<file path="src/rtl/down_counter_reload_pkg.sv">
// Shared types for the reloadable down counter: FSM states and mode encodings.
package down_counter_reload_pkg;

  typedef enum logic [1:0] {
    IDLE = 2'd0,
    RUN  = 2'd1,
    DONE = 2'd2
  } state_e;

  localparam logic MODE_ONESHOT  = 1'b0;
  localparam logic MODE_PERIODIC = 1'b1;

endpackage

</file>
<file path="src/rtl/down_counter_reload_if.sv">
// Control/status bundle of the reloadable down counter.
interface down_counter_reload_if #(
  parameter int WIDTH = 3
);
  logic             start;
  logic             stop;
  logic             en;
  logic             mode;
  logic [WIDTH-1:0] load_val;
  logic [WIDTH-1:0] count;
  logic             busy;
  logic             done;
  logic             tc;

  modport master (
    output start, stop, en, mode, load_val,
    input  count, busy, done, tc
  );

  modport slave (
    input  start, stop, en, mode, load_val,
    output count, busy, done, tc
  );
endinterface

</file>
<file path="src/rtl/down_counter_core.sv">
// WIDTH-bit count register: clear > load > decrement, plus zero detect.
module down_counter_core #(
  parameter int WIDTH = 3
) (
  input  logic             clk,
  input  logic             reset,
  input  logic             clr,
  input  logic             load,
  input  logic             dec,
  input  logic [WIDTH-1:0] load_val,
  output logic [WIDTH-1:0] count,
  output logic             zero
);
  localparam logic [WIDTH-1:0] ONE = WIDTH'(1);

  always_ff @(posedge clk or negedge reset) begin
    if (!reset)    count <= '0;
    else if (clr)  count <= '0;
    else if (load) count <= load_val;
    else if (dec)  count <= count - ONE;
  end

  assign zero = (count == '0);

endmodule

</file>
<file path="src/rtl/down_counter_reload.sv">
// Programmable interval timer: one-shot or auto-reload down counter with a
// registered terminal-count pulse. stop beats start beats counting.
module down_counter_reload
  import down_counter_reload_pkg::*;
#(
  parameter int WIDTH = 3
) (
  input  logic                 clk,
  input  logic                 reset,
  down_counter_reload_if.slave bus
);
  state_e           state, nxt_state;
  logic [WIDTH-1:0] reload_reg;
  logic             mode_reg;
  logic             tc_r, tc_nxt;
  logic             clr, ld, ld_reload, dec, capture;
  logic [WIDTH-1:0] ld_val;
  logic             zero;

  always_ff @(posedge clk or negedge reset) begin
    if (!reset) begin
      state      <= IDLE;
      reload_reg <= '0;
      mode_reg   <= MODE_ONESHOT;
      tc_r       <= 1'b0;
    end else begin
      state <= nxt_state;
      tc_r  <= tc_nxt;
      if (capture) begin
        reload_reg <= bus.load_val;
        mode_reg   <= bus.mode;
      end
    end
  end

  always_comb begin
    nxt_state = state;
    clr       = 1'b0;
    ld        = 1'b0;
    ld_reload = 1'b0;
    dec       = 1'b0;
    tc_nxt    = 1'b0;
    capture   = 1'b0;
    if (bus.stop) begin
      clr       = 1'b1;
      nxt_state = IDLE;
    end else if (bus.start) begin
      // restart from any state; tc is suppressed even if count is at zero
      capture   = 1'b1;
      ld        = 1'b1;
      nxt_state = RUN;
    end else begin
      case (state)
        RUN: begin
          if (bus.en) begin
            if (zero) begin
              tc_nxt = 1'b1;
              if (mode_reg == MODE_PERIODIC) begin
                ld        = 1'b1;
                ld_reload = 1'b1;
              end else begin
                nxt_state = DONE;
              end
            end else begin
              dec = 1'b1;
            end
          end
        end
        IDLE, DONE: ;
        default: nxt_state = IDLE;
      endcase
    end
  end

  assign ld_val = ld_reload ? reload_reg : bus.load_val;

  down_counter_core #(.WIDTH(WIDTH)) u_core (
    .clk      (clk),
    .reset    (reset),
    .clr      (clr),
    .load     (ld),
    .dec      (dec),
    .load_val (ld_val),
    .count    (bus.count),
    .zero     (zero)
  );

  assign bus.busy = (state == RUN);
  assign bus.done = (state == DONE);
  assign bus.tc   = tc_r;

endmodule

</file>
<file path="src/flat_wrapper.sv">
// flat-port wrapper written by rule: the top's interface ports become plain ports
module down_counter_reload_flat import down_counter_reload_pkg::*;
#(
  parameter int WIDTH = 3
)
  (clk, reset, bus_start, bus_stop, bus_en, bus_mode, bus_load_val, bus_count, bus_busy, bus_done, bus_tc);
  down_counter_reload_if #(.WIDTH(WIDTH)) bus_i ();
  input  logic clk;
  input  logic reset;
  input wire logic [$bits(bus_i.start)-1:0] bus_start;
  input wire logic [$bits(bus_i.stop)-1:0] bus_stop;
  input wire logic [$bits(bus_i.en)-1:0] bus_en;
  input wire logic [$bits(bus_i.mode)-1:0] bus_mode;
  input wire logic [$bits(bus_i.load_val)-1:0] bus_load_val;
  output wire logic [$bits(bus_i.count)-1:0] bus_count;
  output wire logic [$bits(bus_i.busy)-1:0] bus_busy;
  output wire logic [$bits(bus_i.done)-1:0] bus_done;
  output wire logic [$bits(bus_i.tc)-1:0] bus_tc;
  assign bus_i.start = bus_start;
  assign bus_i.stop = bus_stop;
  assign bus_i.en = bus_en;
  assign bus_i.mode = bus_mode;
  assign bus_i.load_val = bus_load_val;
  assign bus_count = bus_i.count;
  assign bus_busy = bus_i.busy;
  assign bus_done = bus_i.done;
  assign bus_tc = bus_i.tc;
  down_counter_reload #(.WIDTH(WIDTH)) u_core (.clk(clk), .reset(reset), .bus(bus_i));
endmodule
</file>
<file path="config.mk">
export PLATFORM = sky130hd
export DESIGN_NAME = down_counter_reload_flat
export DESIGN_NICKNAME = d
export VERILOG_FILES = /design/src/rtl/down_counter_reload_pkg.sv /design/src/rtl/down_counter_reload_if.sv /design/src/rtl/down_counter_core.sv /design/src/rtl/down_counter_reload.sv /design/src/flat_wrapper.sv
export SDC_FILE = /design/constraint.sdc
export NUM_CORES = 1
export LEC_CHECK = 0
export BUFFER_PORTS_ARGS = -buffer_cell sky130_fd_sc_hd__buf_2
export CELL_PAD_IN_SITES_DETAIL_PLACEMENT = 0
export CELL_PAD_IN_SITES_GLOBAL_PLACEMENT = 1
export CORE_MARGIN = 2
export CORE_UTILIZATION = 40
export CTS_BUF_LIST = sky130_fd_sc_hd__clkbuf_4
export CTS_CLUSTER_SIZE = 10
export DETAILED_ROUTE_END_ITERATION = 8
export PLACE_DENSITY_LB_ADDON = 0.1
export SLEW_MARGIN = 20
export SYNTH_ARGS = -nofsm -noshare
export SYNTH_HDL_FRONTEND = slang
export SYNTH_SLANG_ARGS = --single-unit
</file>
<file path="constraint.sdc">
create_clock -name clk -period 2 [get_ports clk]
set_input_delay 0.2 -clock clk [delete_from_list [all_inputs] [get_ports clk]]
set_output_delay 0.2 -clock clk [all_outputs]
set_load 0.03 [all_outputs]
</file>
After elaboration in Yosys (flattened, before gate mapping)

Cells that the tools add are included.

Flip-flop bits (word level): 10
Bits of input ports: 9

Add/sub/neg operators: 1
Equal/unequal tests: 6
Mux-type cells: 31
Reductions and logical operators: 5

Operator list:

| operator                                          | number |
|---|---|
| two-way mux 1 bit                                 | 21 |
| two-way mux 3 bit                                 | 4 |
| two-way mux 2 bit                                 | 5 |
| != test 4 bit (second input constant)             | 2 |
| != test 4 x 3 -> 1 bit (second input constant)    | 1 |
| one-hot mux 2 bit (2 select lines)                | 1 |
| AND reduction 4 bit                               | 1 |
| zero test 3 bit                                   | 1 |
| != test 3 bit (second input constant)             | 1 |
| nonzero test 3 bit                                | 1 |
| subtractor 3 x 1 -> 3 bit (second input constant) | 1 |
| == test 2 x 1 -> 1 bit (second input constant)    | 1 |
| == test 2 bit (second input constant)             | 1 |
| zero test 2 bit                                   | 1 |
| OR reduction 2 bit                                | 1 |

Depth between registers and ports, before layout

Word-level depth: 9
Depth in mapped cells: 7

Modules after synthesis

A second synthesis with hierarchy kept.

Cell total of the unflattened synthesis: 49
Area, all modules: 554.3 µm²

Modules (own cells, without submodules):

| module              | times used | cells an instance | area each (µm²) | seq. area each (µm²) |
|---|---|---|---|---|
| down_counter_reload | 1          | 29                | 356.6           | 175.2 |
| down_counter_core   | 1          | 20                | 197.7           | 75.1 |

Worst setup path before layout

OpenSTA, ideal clock, no wires.

Path type: reg-to-reg
Start point: reg u_core.u_core.count[0]
End point: reg u_core.u_core.count[0]
Setup time: 0.088 ns
Arrival time: 1.587 ns
Path slack: 0.325 ns
Stages on the path, launching flop included: 8
Path buffers: 0
Period minus slack after synthesis: 1.675 ns
Cells stage by stage: dfrtp_1 inv_1 ha_1 ha_1 nand2b_1 a31oi_4 nand3b_1 o221ai_2

Longest elaborated chain between the ends: 9
Elaborated cells between the ends (all ways): 19
Classes of those cells: add/sub (1); mux (16); reduce/logical (2)

RTL lines:

| what                   | line                      | source |
|---|---|---|
| start, declared        | down_counter_core.sv:11   | `output logic [WIDTH-1:0] count,` |
| start signal, assigned | down_counter_core.sv:19   | `else if (load) count <= load_val;` |
| start signal, assigned | down_counter_core.sv:20   | `else if (dec) count <= count - ONE;` |
| zero test 3 bit        | down_counter_core.sv:23   | `assign zero = (count == '0);` |
| two-way mux 1 bit      | down_counter_reload.sv:56 | `if (zero) begin` |
| two-way mux 1 bit      | down_counter_reload.sv:55 | `if (bus.en) begin` |
| two-way mux 1 bit      | down_counter_reload.sv:53 | `case (state)` |
| two-way mux 1 bit      | down_counter_reload.sv:47 | `end else if (bus.start) begin` |
| two-way mux 1 bit      | down_counter_reload.sv:44 | `if (bus.stop) begin` |
| two-way mux 3 bit      | down_counter_reload.sv:75 | `assign ld_val = ld_reload ? reload_reg : bus.load_val;` |
| two-way mux 3 bit      | down_counter_core.sv:19   |  |
| two-way mux 3 bit      | down_counter_core.sv:18   | `else if (clr) count <= '0;` |

Parallel ways exist; a longest one is shown, timed or not. The select of a mux whose other input is x is not followed.
A chain may end at the register's enable or synchronous reset.

Worst setup path after layout

Ends and elaborated chain as after synthesis.

==> qor.json <==
{
  "status": "finished, final reports clean",
  "worstHoldStart": "bus_mode",
  "grt_pass1_vias": 379,
  "detailedPlacementHpwl_um": 781,
  "areaGrowthSynthToFinish_pct": 21.7,
  "post_synth.cell_area_avg_sq_um": 11.1,
  "syn-instance-count": 50,
  "cts_tree": "done",
  "crit_chain": "inv_1, ha_1, ha_1, nand2b_1, a31oi_4, nand3b_1, o221ai_2",
  "sw_frac_of_total_pct": 31.9,
  "dr_total_vias": 440,
  "endpoint_kind": "flop",
  "insertion_delay_ns": 0.26,
  "port-buffer-count": 14,
  "fp.dieW_um": 41.2,
  "synth-seq-area-share_pct": 45.1,
  "grt_antenna_before_repair": 0,
  "ys_warn_count": 0,
  "placement_rows": 13,
  "slew-limit-headroom_pct": 60.3,
  "ant_nets": 0,
  "worst-setup-path-type": "reg2reg",
  "synth_area_leaders": "sky130_fd_sc_hd__dfrtp_1 (45%), sky130_fd_sc_hd__mux2_1 (6.1%), sky130_fd_sc_hd__ha_1 (4.5%)",
  "floorplan.initialDensity_pct": 42.6,
  "grt_max_degree": 11,
  "cts_inserted_buffers": 3,
  "drive_above_1_share_pct": 33.8,
  "max_stage_delay_ns": 0.41,
  "r2r_end": "u_core.u_core.count[0]",
  "clock_power_share_pct": 27.3,
  "grt_remaining_overflow": 0,
  "path_max_fanout": 6,
  "area_taken_by_flip_flops_and_latches_sq_um": 250,
  "area_occupied_by_multi_input_gates_sq_um": 284,
  "timing.setup.tns_ns": 0,
  "ff2ff_path_depth": 7,
  "cap_violations": 0,
  "clock-skew-final_ns": 0.00683,
  "rsz0062_at_grt": "false",
  "fin_crit_sh_pct": 81.1,
  "io_pins": 15,
  "die-area_sq_um": 1700,
  "fin_crit_ns": 1.62,
  "mappedNetlistArea_sq_um": 554,
  "top_library_cells_by_usage_in_the_layout_fill_and_taps_aside": "sky130_fd_sc_hd__buf_2 (14), sky130_fd_sc_hd__dfrtp_1 (10), sky130_fd_sc_hd__o21ai_1 (5)",
  "globalRouteTotalUtil_pct": 15.2,
  "via_per_inst": 5.30,
  "finalWeightedCongestion": 0.752,
  "drt_pass1_iterations": 4,
  "report.final.setup_viol": 0,
  "mostFrequentLayoutCell": "sky130_fd_sc_hd__buf_2",
  "maxSlewViolCount": 0,
  "cell_depth_of_the_worst_hold_path": 3,
  "ctsHtreeMaxLevel": 1,
  "power.internal_mw": 0.349,
  "drc": 0,
  "max-vdd-ir-drop_mv": 0.399,
  "worst-slew-pin-transition_ns": 0.594,
  "route.final.wire_length_um": 990,
  "worst_path_max_delay_cell": "sky130_fd_sc_hd__dfrtp_1",
  "clock_tree.buffer_depth": 2,
  "final-hold-violation-count": 0,
  "die-height_um": 41.2,
  "power_leakage_nw": 0.316,
  "power_per_cell_area_nw_per_um2": 760,
  "wl_per_cell_um": 11.9,
  "net-switching-power_mw": 0.163,
  "postCtsSetupRepairBufs": 0,
  "power.share.combinational_pct": 26.1,
  "clk_pin_slew_worst_paths_ns": 0.07,
  "min_to": "u_core.mode_reg",
  "yosysTopAreaCell": "sky130_fd_sc_hd__dfrtp_1",
  "final.fill_count": 138,
  "worst_setup_path_start_kind": "flop",
  "max_clock_freq_mhz": 617,
  "clk_root_buf": "sky130_fd_sc_hd__clkbuf_4",
  "p_seq_share_pct": 46.5,
  "placeable_core_region_sq_um": 1300,
  "ys_types": 23,
  "grt_pass1_wl_um": 1600,
  "clock-sinks": 10,
  "ys_ff_latch": 10,
  "antenna_cells_inserted": 0,
  "timing.critical_path.arrival_ns": 1.77,
  "critical-path-top-cell-by-count": "sky130_fd_sc_hd__ha_1",
  "p_total_mw": 0.512,
  "num-nets-final": 80,
  "netlist.area_leader.share_pct": 45.1,
  "synth.net_count": 61,
  "timing.hold.worst.class": "in2reg",
  "critical_path_required_ns": 2.15,
  "rrSetupSlack_ns": 0.38,
  "starting_drt_drc_count": 7,
  "beginning_of_the_worst_register_to_register_path": "u_core.u_core.count[0]"
}
-- area by class of cell --
type / count / area share [%]
clock buffers: 3 / 3.34
clock inverters: 1 / 0.557
inverters: 4 / 2.23
multi-input cells: 35 / 42.1
flip-flops and latches: 10 / 37.1
well taps: 15 / 2.78
repair buffers: 15 / 11.9
-- cell usage after synthesis --
library cell and n:
sky130_fd_sc_hd__nor4b_2 1, sky130_fd_sc_hd__nand3b_1 1, sky130_fd_sc_hd__mux2_1 3, sky130_fd_sc_hd__nor2b_1 2, sky130_fd_sc_hd__ha_1 2, sky130_fd_sc_hd__o21a_1 1, sky130_fd_sc_hd__buf_2 1, sky130_fd_sc_hd__inv_1 4
sky130_fd_sc_hd__a31oi_4 1, sky130_fd_sc_hd__nand2_1 2, sky130_fd_sc_hd__nand2b_1 1, sky130_fd_sc_hd__o31ai_1 2, sky130_fd_sc_hd__o21ai_1 5, sky130_fd_sc_hd__nor2_1 4, sky130_fd_sc_hd__a22oi_1 2, sky130_fd_sc_hd__or2_1 1
sky130_fd_sc_hd__dfrtp_1 10, sky130_fd_sc_hd__nand4b_4 1, sky130_fd_sc_hd__and2b_2 1, sky130_fd_sc_hd__or2_4 1, sky130_fd_sc_hd__o221ai_2 1, sky130_fd_sc_hd__a21oi_1 2, sky130_fd_sc_hd__nand3_1 1
-- power by group through the flow --
stage | Combinational [mW] | Sequential [mW] | Clock [mW]
final | 0.134 | 0.238 | 0.140
after global routing | 0.149 | 0.242 | 0.154
after CTS | 0.136 | 0.239 | 0.142
after detailed placement | 0.134 | 0.243 | 0
after global placement | 0.135 | 0.244 | 0
after floorplan | 0.0781 | 0.258 | 0
-- logic make-up after synthesis --
kind of cell / Yosys count / synth area share, %
buffers and inverters: 5 / 3.61
and+or+nand+nor: 16 / 21.0
muxes: 3 / 6.09
AOI/OAI and AO/OA: 14 / 19.6
DFF: 10 / 45.1
adders and majority gates: 2 / 4.51
-- worst max-delay path: cells and delay by family, from the launching register on --
family,cells,cell delay (ns)
and+or+nand+nor,2,0.28
buffers and inverters,1,0.07
DFF,1,0.41
adders and majority gates,2,0.36
AOI/OAI and AO/OA,2,0.37
-- timing repair --
action                                 in CTS  in global routing
hold buffers                                1                  0
endpoints found under the hold margin      10                  0
gates resized for setup                     0                  0
-- per-stage QoR --
stage	area (sq um)	utilization, %	hold slack, ns	setup slack (ns)	std cells
finish	674	51.8	0.145	0.378	83
global route	674	51.8	0.161	0.257	83
CTS	674	51.8	0.148	0.367	83
detailed placement	638	49.0	0.0744	0.386	78
global placement	638	49.0	0.0754	0.402	78
floorplan	554	-	-0.0956	0.325	50
-- routing by layer --
layer  GRT usage (%)  wire, um
met1            21.7       497
met2            20.3       411
met3            3.26        69
met4            9.68        12
met5               0         0
-- how the worst max path moves through the flow --
stage,start,slack [ns],endpoint
2_1_floorplan,u_core.u_core.count[0],0.32,u_core.u_core.count[0]
3_3_place_gp,u_core.u_core.count[0],0.40,u_core.u_core.count[2]
3_5_place_dp,u_core.u_core.count[0],0.39,u_core.u_core.count[0]
4_1_cts,u_core.u_core.count[0],0.37,u_core.u_core.count[0]
5_1_grt,u_core.u_core.count[0],0.26,u_core.u_core.count[1]
6_report,u_core.u_core.count[0],0.38,u_core.u_core.count[0]
No activity file was read; power rests on OpenSTA's default activity.
